File: src/rtl/mem_port_arbiter.sv
// mem_port_arbiter: single-port memory arbiter between fetch and data stages.
// Grants one access per cycle and steers registered read data back to its owner.
module mem_port_arbiter #(
   parameter int unsigned STARVE_LIMIT = 4
) (
   input  logic        CLK,
   input  logic        RST,
   input  logic        IfReq,
   input  logic [31:0] IfAddr,
   output logic        IfGnt,
   output logic        IfValid,
   output logic [31:0] IfData,
   input  logic        MemReq,
   input  logic        MemWE,
   input  logic [31:0] MemAddr,
   input  logic [31:0] MemWD,
   output logic        MemGnt,
   output logic        MemValid,
   output logic [31:0] MemRD,
   output logic        StallF,
   output logic        StallM,
   output logic [31:0] A,
   output logic [31:0] WD,
   output logic        WE,
   output logic        MemToRegM,
   input  logic [31:0] RD,
   output logic        Fault,
   output logic [31:0] FaultAddr
);

   typedef enum logic [1:0] {
      IDLE   = 2'd0,
      IF_RD  = 2'd1,
      MEM_RD = 2'd2,
      MEM_WR = 2'd3
   } owner_e;

   localparam logic [3:0] LIMIT = 4'(STARVE_LIMIT);
   localparam logic [31:0] UNDEF = 32'hFFFF_FFFF;

   owner_e      owner_q, owner_d;
   logic        fault_q, fault_d;
   logic [31:0] faddr_q, faddr_d;
   logic [3:0]  starve_q, starve_d;
   logic        gnt;
   logic        a_ok;

   function automatic logic allocated(input logic [31:0] a);
      return (a <= 32'h0000_0801) ||
             ((a >= 32'h007F_FBFC) && (a <= 32'h007F_FFFC));
   endfunction

   // Grant selection: starved fetch first, then data stage, then fetch.
   always_comb begin
      IfGnt  = 1'b0;
      MemGnt = 1'b0;
      if (!RST) begin
         if ((starve_q == LIMIT) && IfReq) begin
            IfGnt = 1'b1;
         end else if (MemReq) begin
            MemGnt = 1'b1;
         end else if (IfReq) begin
            IfGnt = 1'b1;
         end
      end
   end

   // Memory drive and next-state for owner, fault and starvation tracking.
   always_comb begin
      gnt       = IfGnt | MemGnt;
      A         = IfGnt ? IfAddr : (MemGnt ? MemAddr : 32'h0);
      a_ok      = allocated(A);
      WD        = MemWD;
      WE        = MemGnt & MemWE & a_ok;
      MemToRegM = gnt & ~WE & a_ok;
      StallF    = IfReq & ~IfGnt;
      StallM    = MemReq & ~MemGnt;

      owner_d = IDLE;
      if (IfGnt) begin
         owner_d = IF_RD;
      end else if (MemGnt && MemWE) begin
         owner_d = MEM_WR;
      end else if (MemGnt) begin
         owner_d = MEM_RD;
      end

      fault_d = gnt & ~a_ok;
      faddr_d = fault_d ? A : faddr_q;

      starve_d = 4'd0;
      if (IfReq && !IfGnt) begin
         starve_d = (starve_q == LIMIT) ? starve_q : starve_q + 4'd1;
      end
   end

   // State registers, cleared synchronously.
   always_ff @(posedge CLK) begin
      if (RST) begin
         owner_q  <= IDLE;
         fault_q  <= 1'b0;
         faddr_q  <= 32'h0;
         starve_q <= 4'd0;
      end else begin
         owner_q  <= owner_d;
         fault_q  <= fault_d;
         faddr_q  <= faddr_d;
         starve_q <= starve_d;
      end
   end

   // Response decode; reset masks a response still in flight.
   always_comb begin
      IfValid   = (owner_q == IF_RD) & ~RST;
      MemValid  = ((owner_q == MEM_RD) | (owner_q == MEM_WR)) & ~RST;
      Fault     = fault_q & ~RST;
      FaultAddr = faddr_q;
      IfData    = fault_q ? UNDEF : RD;
      MemRD     = fault_q ? UNDEF : RD;
   end

endmodule

File: config.mk
export PLATFORM = sky130hd
export DESIGN_NAME = mem_port_arbiter
export DESIGN_NICKNAME = d
export VERILOG_FILES = /design/src/rtl/mem_port_arbiter.sv
export SDC_FILE = /design/constraint.sdc
export NUM_CORES = 1
export LEC_CHECK = 0
export ABC_CLOCK_PERIOD_IN_PS = 2900
export BUFFER_PORTS_ARGS = -buffer_cell sky130_fd_sc_hd__buf_2
export CORE_AREA = 2 2 117 119
export DETAILED_ROUTE_END_ITERATION = 8
export DIE_AREA = 0 0 119 121
export GPL_TIMING_DRIVEN = 0
export SYNTH_ARGS = -nofsm -noshare
export SYNTH_HDL_FRONTEND = slang
export SYNTH_SLANG_ARGS = --single-unit
File: constraint.sdc
create_clock -name CLK -period 2.9 [get_ports CLK]
set_input_delay 0.435 -clock CLK [delete_from_list [all_inputs] [get_ports CLK]]
set_output_delay 0.435 -clock CLK [all_outputs]
set_load 0.005 [all_outputs]
=== After elaboration in Yosys (flattened, before gate mapping) ===
Index checks and enable logic that the tools add are counted.

* Register bits after elaboration: 39
* Input bits: 133
* Output and inout port bits: 169
* Logic and storage cells: 52

* Add/subtract/negate cells: 1
* Order comparisons: 3
* Equality and inequality tests: 4
* Muxes and demuxes: 13
* Bitwise operators: 18
* Reduce and logical (&&, ||, !) cells: 8

{| class="wikitable"
|+ Operators by type and width
! operator !! number
|-
| 32-bit 2-to-1 mux || 3
|-
| 32-bit by 23-bit greater-or-equal comparator with 1-bit output (second input constant) || 1
|-
| 32-bit by 12-bit less-or-equal comparator with 1-bit output (second input constant) || 1
|-
| 32-bit by 23-bit less-or-equal comparator with 1-bit output (second input constant) || 1
|-
| 1-bit AND || 10
|-
| 1-bit 2-to-1 mux || 8
|-
| 1-bit NOT || 6
|-
| 4-bit by 1-bit adder with 4-bit output (second input constant) || 1
|-
| 2-bit equality test (second input constant) || 2
|-
| 4-bit by 3-bit equality test with 1-bit output (second input constant) || 1
|-
| 1-bit logical AND || 4
|-
| 2-bit 2-to-1 mux || 2
|-
| 2-bit OR reduction || 2
|-
| 2-bit by 1-bit equality test with 1-bit output (second input constant) || 1
|-
| 1-bit bitwise OR || 2
|-
| 1-bit zero test || 1
|-
| 1-bit logical OR || 1
|}

=== Logic depth before layout (Yosys ltp) ===
Gate-level depths: netlist of run 1.

* Depth after elaboration: 13
* Gate-level depth with buffers: 13
* Gate-level depth less buffers: 10

=== Worst setup path after synthesis of run 1 ===
OpenSTA, ideal clock, no wires.

* Kind: reg-to-output
* From: reg starve_q[0]
* To: out MemToRegM
* Arrival time: 2597 ps
* Data required time: 2465 ps
* Setup slack: -132 ps
* Stages on the path, launching flop included: 12
* Buffers on the path: 1
* Path through: dfxtp_1 -> inv_1 -> ha_1 -> nand4b_2 -> and2_1 -> buf_4 -> a22o_4 -> or4b_4 -> mux2_4 -> o21bai_4 -> inv_2 -> a2111oi_2

* Cells in the longest elaborated chain, start to end: 13
* Elaborated cells between the ends (all ways): 19
* Those cells by class: 3 x order compare; 1 x eq/ne; 6 x mux; 6 x bitwise; 3 x reduce/logical

{| class="wikitable"
|+ RTL lines
! item !! line !! RTL
|-
| start: declaration || 44 || <nowiki>logic [3:0] starve_q, starve_d;</nowiki>
|-
| start signal: assignment || 108 || <nowiki>starve_q <= starve_d;</nowiki>
|-
| 4-bit by 3-bit equality test with 1-bit output * || 58 || <nowiki>if ((starve_q == LIMIT) && IfReq) begin</nowiki>
|-
| 1-bit logical AND * || 58 ||
|-
| 1-bit 2-to-1 mux || 58 ||
|-
| 1-bit 2-to-1 mux || 57 || <nowiki>if (!RST) begin</nowiki>
|-
| 32-bit 2-to-1 mux || 71 || <nowiki>A = IfGnt ? IfAddr : (MemGnt ? MemAddr : 32'h0);</nowiki>
|-
| 32-bit 2-to-1 mux * || 71 ||
|-
| via A[8] || 22 || <nowiki>output logic [31:0] A,</nowiki>
|-
| 32-bit by 23-bit greater-or-equal comparator with 1-bit output or 32-bit by 23-bit less-or-equal comparator with 1-bit output (tied branches) || 50 || <nowiki>((a >= 32'h007F_FBFC) && (a <= 32'h007F_FFFC));</nowiki>
|-
| 1-bit logical AND || 50 ||
|-
| 1-bit logical OR * || 49 || <nowiki>return (a <= 32'h0000_0801) ||</nowiki>
|-
| 1-bit AND || 74 || <nowiki>WE = MemGnt & MemWE & a_ok;</nowiki>
|-
| 1-bit NOT || 75 || <nowiki>MemToRegM = gnt & ~WE & a_ok;</nowiki>
|-
| 1-bit AND || 75 ||
|-
| 1-bit AND * || 75 ||
|-
| end: declaration || 25 || <nowiki>output logic MemToRegM,</nowiki>
|}

Mark *: on every way through the listed nets, which the timed path passes. The rest lies on a longest branch.

=== Worst setup path after layout of run 1 ===
* From: reg starve_q[0]
* To: out WE

* Cells in the longest elaborated chain, start to end: 10
* Elaborated cells between the ends (all ways): 15
* Those cells by class: 3 x order compare; 1 x eq/ne; 6 x mux; 2 x bitwise; 3 x reduce/logical

{| class="wikitable"
|+ RTL lines
! item !! line !! RTL
|-
| 4-bit by 3-bit equality test with 1-bit output * || 58 ||
|-
| 1-bit logical AND * || 58 ||
|-
| 1-bit 2-to-1 mux || 58 ||
|-
| 1-bit 2-to-1 mux || 57 ||
|-
| 32-bit 2-to-1 mux (2 in series) || 71 ||
|-
| 32-bit by 23-bit greater-or-equal comparator with 1-bit output or 32-bit by 23-bit less-or-equal comparator with 1-bit output (tied branches) || 50 ||
|-
| 1-bit logical AND || 50 ||
|-
| 1-bit logical OR || 49 ||
|-
| 1-bit AND * || 74 ||
|-
| end: declaration || 24 || <nowiki>output logic WE,</nowiki>
|}

Every way passes the cells marked *; elsewhere a longest branch is shown, timed or not.

==> results of run 1 <==
## cell families after synthesis
group                    after synthesis  share of synthesized area, %
AO/OA/AOI/OAI                         88                          25.1
XOR/XNOR                               1                         0.292
adder cells (fa/ha/maj)                2                         0.835
buffers and inverters                101                          21.9
flip-flops                            39                          26.1
multiplexers                          11                          4.18
AND/OR/NAND/NOR                      105                          21.6
## registers in the layout (all words and copies together) (netlist names)
register / flops
starve_q: 4
FaultAddr: 32
owner_q: 2
fault_q: 1
## stage by stage
stage                     setup TNS (ns)  total power [mW]  cell area (um^2)  util [%]  hold slack, ns
after detailed placement          -12.56              1.25              4600      35.1           0.446
after global placement            -10.84              1.24              4600      35.1           0.437
after global routing               -3.48              1.98              5070      38.7           0.422
after floorplan                        0             0.934              3030         -           0.430
after CTS                          -1.47              1.89              4970      38.0           0.399
final                              -2.08              1.88              5070      38.7           0.406
## where the power goes
group | total (mW) | internal (mW) | switching [mW]
Clock | 0.588 | 0.344 | 0.244
Sequential | 0.603 | 0.580 | 0.0228
Combinational | 0.690 | 0.379 | 0.311
## layout make-up
type / instances / area [um^2] / share of cell area (%)
sequential: 39 / 785 / 15.5
tap: 176 / 220 / 4.35
clock buffer: 6 / 139 / 2.74
timing repair buffer: 289 / 1510 / 29.8
clock inverter: 2 / 16.3 / 0.321
multi-input combinational: 208 / 1700 / 33.6
buffer: 85 / 639 / 12.6
inverter: 15 / 58.8 / 1.16
## layout by cell type (no fill, tap or decap), drive strengths merged, types with 6 or more instances in the layout
cell type and count:
dfxtp 39, nor2b 13, mux2 9, inv 15, and3 6, or2 35
a31o 12, nor3 7, o221a 11, a22o 22, a22oi 7, buf 363
clkbuf 17, nor2 11, a21oi 9
## what timing repair did
item / in CTS / in global routing
pin swaps: 12 / 9
gates resized for setup: 30 / 18
buffers inserted: 14 / 6
gates cloned: 1 / 0
setup endpoints to repair: 57 / 38
## worst max-delay path, stage by stage, from the launching register on
cell                        delay, ns
sky130_fd_sc_hd__dfxtp_2         0.33
sky130_fd_sc_hd__inv_2           0.06
sky130_fd_sc_hd__ha_4            0.18
sky130_fd_sc_hd__nand3b_4        0.15
sky130_fd_sc_hd__buf_6           0.16
sky130_fd_sc_hd__nor2_1          0.09
sky130_fd_sc_hd__o2111ai_1       0.12
sky130_fd_sc_hd__or4b_4          0.55
sky130_fd_sc_hd__mux2_4          0.34
sky130_fd_sc_hd__o21bai_4        0.17
sky130_fd_sc_hd__buf_6           0.13
sky130_fd_sc_hd__buf_8           0.08
sky130_fd_sc_hd__and3_1          0.12
sky130_fd_sc_hd__buf_2           0.10
## synth_stat cells, drive strengths merged (2+ instances only)
cell     n  area, um^2
clkbuf  10        37.5
or2     35         219
o21ai    2        10.0
buf     76         563
a21o     4        30.0
o21bai   2        26.3
a22o    22         201
or4      4        30.0
nor2b   13        81.3
nand4    4        25.0
a211oi   5        42.5
o221a   11         124
and4     2        17.5
mux2     9         105
a21oi    9        48.8
a31o    12         105
mux2i    2        20.0
and3     6        37.5
nand2    5        18.8
nor2    11        41.3
o22ai    3        18.8
o41ai    4        35.0
nor3     7        35.0
ha       2        25.0
nand3    5        25.0
dfxtp   39         781
a31oi    3        18.8
inv     15        56.3
nor4     5        31.3
a22oi    7        52.6
and2     2        12.5
## how the worst min path moves through the flow
stage / start / cells after the start / endpoint
final: MemWE / 2 / owner_q[0]
after detailed placement: FaultAddr[10] / 2 / FaultAddr[10]
after global placement: starve_q[0] / 1 / starve_q[0]
after CTS: MemWE / 2 / owner_q[0]
after global routing: MemWE / 2 / owner_q[0]
after floorplan: starve_q[0] / 1 / starve_q[0]
## metal layers
layer | global-route usage, % | wire length (um)
met1 | 21.7 | 5550
met2 | 30.6 | 6780
met3 | 4.09 | 935
met4 | 4.17 | 116
met5 | 0 | 0
==> impl_results.md, run 1 <==
* Status: finished, violations left
* Failing checks: setup timing
* Number of hold-slack violations in the final timing report at 0
* Post-Place Worst Slack at -0.783 ns
* FF+latch count, synth at 39
* Max Fanout on Critical Path at 7
* Drt drc at 0
* Ratio of cells with drive above 1 in the final layout at 71.3%
* Type of the most critical hold path: input pin to flip-flop
* Input/output buffers at ~270
* Sink Count at 39
* Reg2Reg Setup Slack at -0.18 ns
* CTS H-tree depth at 2
* DIE AREA at 14400 um^2
* Inserted Clock Buffers at 5
* Reg2reg path depth at 14
* Highest clock frequency the design can meet at 302 MHz
* Setup repair after global routing missed its margin: yes
* Data required time of the critical path at 2.47 ns
* Warnings, synthesis at 0
* Maximum number of pins on one net before global-route repair at 14
* Via count at 3787
* Overall fraction of global-route tracks in use at around 18%
* Async set or reset register ratio after synthesis at 0%
* Drt total wl at 13400 um
* Vias in the first global route at 3717
* Total of max-cap violations at 0
* Endpoint class of the critical path: primary output
* PwrDens at roughly 370 nW/um^2
* Worst vdd ir at 0.227 mV
* Count of standard-cell rows at 42
* RD Place Congestion at about 0.94
* Library cells used by synthesis at between 50 and 60
* Deepest clock path buffer count at 2
* Placed instance count at between 700 and 800
* Proportion of synthesized chip area in sequential cells at between 20% and 30%
* Critical path data arrival time at roughly 2.9 ns
* Launch point of the critical path: starve_q[0]
* Boundary pin count at just over 300
* Count of TritonRoute iterations in the first routing pass at 4
* TritonCTS clock tree: built
* Overflow after GRT at 0
* Critical register-to-register path startpoint: starve_q[0]
* Number of hold buffers added after CTS at 0
* Static Leakage at 2.59 nW
* Category of the most critical setup path: flip-flop to primary output
* Core region area at 13100 um^2
* Latest clock arrival within the worst-skew pair at 0.29 ns
* ANT cells at 0
* Library cell used as clock root buffer: sky130_fd_sc_hd__clkbuf_16
* ANT nets after route at 0
* Layout fillers at 1343
* Headroom to the max-slew limit at 49.9%
* Average routed wire per standard cell at 16.3 um
* Die height at 121 um
* Post-synthesis average cell area at about 8.6 um^2
* Clock Skew at 0.00504 ns
* Number of design-rule violations left by the first detailed-router iteration at 275
* Post-detail-place hpwl at between 10000 and 15000 um
* Nets@finish at 778
* Final count of negative-setup-slack endpoints at 13
* Slew at the pin with the worst max-slew slack at 0.751 ns
* Number of enable-type register cells in the synthesized netlist at 0
* Worst setup SP type: flip-flop
* Initial Util at 22.9%
* Most used flip-flop cell after synthesis: sky130_fd_sc_hd__dfxtp_1
* Area Overhead vs Synth at 69.2%
* Vias per std cell at around 4.6
* Final Critical Period at 3.31 ns
* Width of the die at 119 um
* CTS clock-pin slew for the worst setup and hold paths at roughly 0.060 ns
* Post-route clock period utilization at 114%
* Post-Synthesis Net Count at between 400 and 500
* Wire length of the first global-routing pass at 20000 um
* Number of non-filler instances in the completed layout at 820
* Worst setup path endpoint: WE
* Number of slew-limit violations in the final report at 0
* Crit path setup slack, layout at -0.414 ns
* Synth Cell Area at 3000 um^2
* Reg2Reg Capture Point: FaultAddr[8]
* Post-Syn Instances at 347
* Initial antenna violation count at 0
Power figures use the tool's default switching activity.
==> run 2: changes to the inputs <==
--- a/config.mk
+++ b/config.mk
@@ -11,6 +11,7 @@
 export DETAILED_ROUTE_END_ITERATION = 8
 export DIE_AREA = 0 0 119 121
 export GPL_TIMING_DRIVEN = 0
+export PLACE_DENSITY = 0.59
 export SYNTH_ARGS = -nofsm -noshare
 export SYNTH_HDL_FRONTEND = slang
 export SYNTH_SLANG_ARGS = --single-unit
==> impl_results.md, run 2 (synthesis gave the netlist of run 1 again) <==
* Deepest clock path buffer count at 2
* Reg2Reg Capture Point: FaultAddr[7]
* Maximum number of pins on one net before global-route repair at 13
* CTS H-tree depth at 2
* List of cells traversed by the critical path: inv_2 -> ha_4 -> nand4b_4 -> buf_6 -> a31o_4 -> o2111ai_2 -> or4b_4 -> mux2_4 -> o21bai_4 -> buf_6 -> inv_4 -> a2111oi_4 -> buf_2
* Hold_ws at 0.416 ns
* Number of hold-slack violations in the final timing report at 0
* Headroom to the max-slew limit at 52.2%
* Boundary pin count at 302
* Average routed wire per standard cell at around 17 um
* Vias in the first global route at approximately 3800
* Post-detail-place hpwl at 11500 um
* Final design utilization at approximately two fifths
* Critical path data arrival time at 2.87 ns
* Wire length of the first global-routing pass at 20300 um
* Overflow after GRT at 0
* TritonCTS clock tree: built
* Nets@finish at 777
* Sum of negative setup slack at -0.795 ns
* Total met2 wirelength after detailed routing at 7300 um
* Library cell used as clock root buffer: sky130_fd_sc_hd__clkbuf_16
* Max Fanout on Critical Path at 4
* Overall fraction of global-route tracks in use at 17.9%
* Final count of negative-setup-slack endpoints at 2
* Status: finished, violations left
* Number of flip-flops in the largest register at 32
* Initial antenna violation count at 2
* Drt drc at 0
* Count of TritonRoute iterations in the first routing pass at 5
* Area Overhead vs Synth at 69.3%
* Static Leakage at 2.58 nW
* Total of max-cap violations at 0
* Category of the most critical setup path: flip-flop to primary output
* Crit path setup slack, layout at -0.404 ns
* Final Critical Period at 3.30 ns
* Leading cell type in the layout, fill and taps excluded: sky130_fd_sc_hd__buf_2
* DIE AREA at 14400 um^2
* Failing checks: setup timing
* Met3 Wirelength at approximately 1200 um
* Slowest stage delay, CP at approximately 0.57 ns
* Via count at 3780
* Width of the die at 119 um
* PwrDens at 362 nW/um^2
* Vias per std cell at 4.62
* Post-route clock period utilization at 114%
* Setup repair after global routing missed its margin: yes
* Highest clock frequency the design can meet at 303 MHz
* Power, Total at 1.84 mW
* CTS clock-pin slew for the worst setup and hold paths at around 0.060 ns
* Met1 wire length at 5010 um
* Count of standard-cell rows at 42
* Type of the most critical hold path: input pin to flip-flop
* Drt total wl at around 14000 um
* CP max-delay cell: sky130_fd_sc_hd__or4b_4
* ANT nets after route at 0
* Initial Util at 22.9%
* Input/output buffers at 269
* Number of slew-limit violations in the final report at 0
* Highest layer used for signal routing: met5
* Worst vdd ir at 0.200 mV
* Die height at 121 um
* Worst setup SP type: flip-flop
* Critical register-to-register path startpoint: starve_q[0]
* Inserted Clock Buffers at 5
* Reg2reg path depth at 12
* Data required time of the critical path at between 2 and 2.5 ns
* CP dominant cell by count: sky130_fd_sc_hd__buf_6
* Launch point of the critical path: starve_q[0]
* Worst min-delay path endpoint: owner_q[0]
* RD Place Congestion at ~0.89
* Cell depth of the worst min-delay path at 2
* Core region area at 13100 um^2
* Slew at the pin with the worst max-slew slack at between 0.7 and 0.8 ns
* Ratio of cells with drive above 1 in the final layout at 71.3%
* Number of design-rule violations left by the first detailed-router iteration at 247
* Sink Count at 39
* Reg2Reg Setup Slack at roughly 0.03 ns
* Latest clock arrival within the worst-skew pair at 0.29 ns
* Worst hold path startpoint: MemWE
* Highest-count cells in the layout ignoring fill and taps: sky130_fd_sc_hd__buf_2 (270), sky130_fd_sc_hd__buf_4 (81), sky130_fd_sc_hd__dfxtp_1 (36)
* Clock Skew at between 0.008 and 0.009 ns
* ANT cells at 0
* Endpoint class of the critical path: primary output
-- run 2: cell types whose count changed in the layout (fill, tap and decap cells not counted), moves of 2 or more --
| cell | change |
|---|---|
| sky130_fd_sc_hd__a31o_2 | -2 |
| sky130_fd_sc_hd__a31o_4 | +2 |
| sky130_fd_sc_hd__buf_6 | +2 |
| sky130_fd_sc_hd__buf_8 | -3 |
| sky130_fd_sc_hd__clkbuf_2 | -2 |
| sky130_fd_sc_hd__mux2_2 | +6 |
| sky130_fd_sc_hd__mux2_4 | -6 |
-- run 2: worst max-delay path by stage --
stage | to
floorplan | MemToRegM
global placement | MemToRegM
detailed placement | MemToRegM
CTS | MemToRegM
global route | MemToRegM
finish | MemToRegM
-- run 2: critical path: cells and delay by family, from the launching register on --
kind | cells | cell delay [ns]
AND/OR/NAND/NOR | 2 | 0.68
AO/OA/AOI/OAI | 4 | 0.57
buffers and inverters | 5 | 0.47
flip-flops | 1 | 0.34
multiplexers | 1 | 0.33
adder cells (fa/ha/maj) | 1 | 0.18
-- run 2: per-stage QoR --
stage / std cells / setup WS [ns] / area (um^2)
6_report: 818 / -0.404 / 5070
5_1_grt: 818 / -0.516 / 5070
4_1_cts: 814 / -0.434 / 4960
3_5_place_dp: 792 / -0.787 / 4600
3_3_place_gp: 792 / -0.838 / 4600
2_1_floorplan: 347 / 0.0116 / 3030
-- run 2: report_power, final --
group	switching, mW	internal [mW]	total (mW)
clock	0.220	0.336	0.556
combinational	0.303	0.371	0.674
sequential	0.0245	0.580	0.605
-- run 2: routing by layer --
metal	track usage, %	vias to the layer above
li1	-	1788
met1	19.3	1779
met2	34.1	194
met3	5.59	15
met4	3.72	4
met5	0	-
-- run 2: cell type report --
cell class,instances,area (um^2)
sequential,39,785
clock buffer,6,139
buffer,82,592
timing repair buffer,291,1570
fill,1377,8010
multi-input combinational,208,1700
clock inverter,1,5.00
tap,176,220
inverter,15,58.8
-- run 2: repair_timing --
item | in CTS | in global routing
cloned | 2 | 0
pin swaps | 11 | 11
buffers inserted | 15 | 6
hold buffers | 0 | 0
endpoints found under the hold margin | 0 | 0
gates resized for setup | 25 | 18
endpoints found under the setup margin | 56 | 24
==> run 3: changes to the inputs <==
==> constraint.sdc (replaced) <==
create_clock -name CLK -period 2.9 [get_ports CLK]
set_input_delay 0.145 -clock CLK [delete_from_list [all_inputs] [get_ports CLK]]
set_output_delay 0.145 -clock CLK [all_outputs]
set_load 0.005 [all_outputs]
==> impl_results.md, run 3 (synthesis gave the netlist of run 1 again) <==
* Slowest stage delay, CP at roughly 0.57 ns
* Post-route clock period utilization at 107%
* Endpoint class of the critical path: primary output
* Number of hold-slack violations in the final timing report at 0
* Type of the most critical hold path: input pin to flip-flop
* Headroom to the max-slew limit at a little over half
* Worst vdd ir at 0.257 mV
* Area of the multi-input gates at 1640 um^2
* Average routed wire per standard cell at 17.2 um
* Clock Power Share at 33.8%
* Post-detail-place hpwl at 11800 um
* Number of design-rule violations left by the first detailed-router iteration at 251
* Hold_ws at between 0.15 and 0.2 ns
* Width of the die at 119 um
* Drt total wl at roughly 14000 um
* Cell-internal power at 1.35 mW
* Leading cell type in the layout, fill and taps excluded: sky130_fd_sc_hd__buf_2
* Buffers plus inverters on the worst setup path at 4
* Total of max-cap violations at 0
* Max Fanout on Critical Path at 7
* Via count at 3745
* Final Critical Period at 3.10 ns
* DIE AREA at between 10000 and 15000 um^2
* Number of hold buffers added after CTS at 0
* RD Place Congestion at 0.868
* Post-route cell area at 4960 um^2
* ANT nets after route at 0
* Deepest clock path buffer count at 2
* Net switching fraction of the power at 29.6%
* Library cell used as clock root buffer: sky130_fd_sc_hd__clkbuf_16
* Initial antenna violation count at 0
* Failing checks: setup timing
* Wire length of the first global-routing pass at 20500 um
* Number of slew-limit violations in the final report at 0
* Combinational group share of total power at between 30% and 40%
* CTS H-tree depth at 2
* Clock Skew at slightly above 0.007 ns
* Vias per std cell at 4.61
* Overflow after GRT at 0
* Latest clock arrival within the worst-skew pair at approximately 0.29 ns
* Final count of negative-setup-slack endpoints at 2
* Worst setup SP type: flip-flop
* Sequential cell fraction of total power at 31.5%
* Static Leakage at 2.55 nW
* Count of standard-cell rows at between 40 and 50
* Top cell family by delay on the critical path: simple AND/OR/NAND/NOR gates
* Crit path setup slack, layout at -0.203 ns
* Critical path data arrival time at roughly 3.0 ns
* Data required time of the critical path at 2.76 ns
* Worst hold path startpoint: MemWE
* Layout fillers at between 1000 and 1500
* ANT cells at 0
* Critical register-to-register path startpoint: starve_q[0]
* Core region area at between 10000 and 15000 um^2
* Post-Place Worst Slack at -0.502 ns
* Count of TritonRoute iterations in the first routing pass at 4
* CP max-delay cell: sky130_fd_sc_hd__or4b_4
* Input/output buffers at 269
* Placed instance count at 792
* Vias in the first global route at 3597
* TritonCTS clock tree: built
* Highest-count cells in the layout ignoring fill and taps: sky130_fd_sc_hd__buf_2 (269), sky130_fd_sc_hd__buf_4 (75), sky130_fd_sc_hd__dfxtp_1 (37)
* Overall fraction of global-route tracks in use at 18.5%
* Number of non-filler instances in the completed layout at 813
* Setup repair after global routing missed its margin: yes
* Die height at 121 um
* Drt drc at 0
* Area Overhead vs Synth at 65.7%
* Highest clock frequency the design can meet at roughly 320 MHz
* Status: finished, violations left
* Slew at the pin with the worst max-slew slack at 0.715 ns
* Maximum number of pins on one net before global-route repair at 14
* Nets@finish at 771
* Category of the most critical setup path: flip-flop to primary output
* Sink Count at 39
* Launch point of the critical path: starve_q[0]
* Final design utilization at 37.9%
* List of cells traversed by the critical path: inv_2 -> ha_4 -> nand3b_4 -> a211oi_2 -> o22ai_1 -> or4b_4 -> mux2_4 -> o21bai_4 -> buf_6 -> inv_4 -> a2111oi_4 -> buf_2
* Area after detailed placement at 4560 um^2
* Boundary pin count at 302
* Ratio of cells with drive above 1 in the final layout at 69.7%
* PwrDens at 386 nW/um^2
* Number of flip-flops in the largest register at 32
* Inserted Clock Buffers at 5
* CTS clock-pin slew for the worst setup and hold paths at 0.06 ns
* NetSw at 567 uW
* Initial Util at a little under a quarter
* Area taken by flip-flops and latches at 783 um^2
==> run 3: changes by cell type in the layout (fill, tap and decap cells not counted), moves of 2 or more <==
cell                       before  now
sky130_fd_sc_hd__buf_4         81   75
sky130_fd_sc_hd__buf_6          5   10
sky130_fd_sc_hd__a211oi_1       0    2
sky130_fd_sc_hd__a211oi_2       4    2
sky130_fd_sc_hd__a31o_2        10   12
sky130_fd_sc_hd__a31o_4         2    0
sky130_fd_sc_hd__buf_8          3    1
sky130_fd_sc_hd__clkbuf_1       7    9
sky130_fd_sc_hd__clkbuf_2       3    1
==> run 3: area by class of cell <==
| cell class | count | area share (%) |
|---|---|---|
| buffer | 84 | 12.2 |
| inverter | 15 | 1.19 |
| clock buffer | 5 | 2.52 |
| clock inverter | 3 | 0.883 |
| timing repair buffer | 284 | 29.9 |
| tap | 176 | 4.44 |
| sequential | 39 | 15.8 |
| multi-input combinational | 207 | 33.1 |
==> run 3: metrics by stage <==
step / TNS, ns / power (mW)
finish: -0.381 / 1.91
global route: -1.72 / 2.02
CTS: -0.323 / 1.94
detailed placement: -8.70 / 1.25
global placement: -7.30 / 1.24
floorplan: 0 / 0.930
==> run 3: layer usage <==
metal	wire (um)	up-vias	global-route usage, %	part of all wire [%]
met5	0	-	0	0
met4	178	0	4.46	1.3
met3	986	14	4.14	7.1
met2	6550	188	30.1	47
met1	6250	1766	25.0	45
li1	-	1777	-	-
==> run 3: power groups by stage <==
stage | clock network [mW] | logic (mW) | registers [mW]
2_1_floorplan | 0 | 0.314 | 0.616
3_5_place_dp | 0 | 0.635 | 0.615
5_1_grt | 0.686 | 0.723 | 0.608
4_1_cts | 0.667 | 0.668 | 0.603
3_3_place_gp | 0 | 0.628 | 0.613
6_report | 0.646 | 0.665 | 0.603
==> run 3: final timing paths <==
check	cells after the start	slack, ns	to
min	2	0.16	owner_q[0]
min reg2reg	2	0.46	FaultAddr[10]
max reg2reg	10	0.03	FaultAddr[7]
max	12	-0.20	MemToRegM
==> run 3: timing repair <==
| item | 4_1_cts | 5_1_grt |
|---|---|---|
| resized for setup | 26 | 7 |
| gates cloned | 0 | 0 |
| setup buffers | 14 | 2 |
| pin swaps | 12 | 5 |
| endpoints found under the setup margin | 53 | 30 |
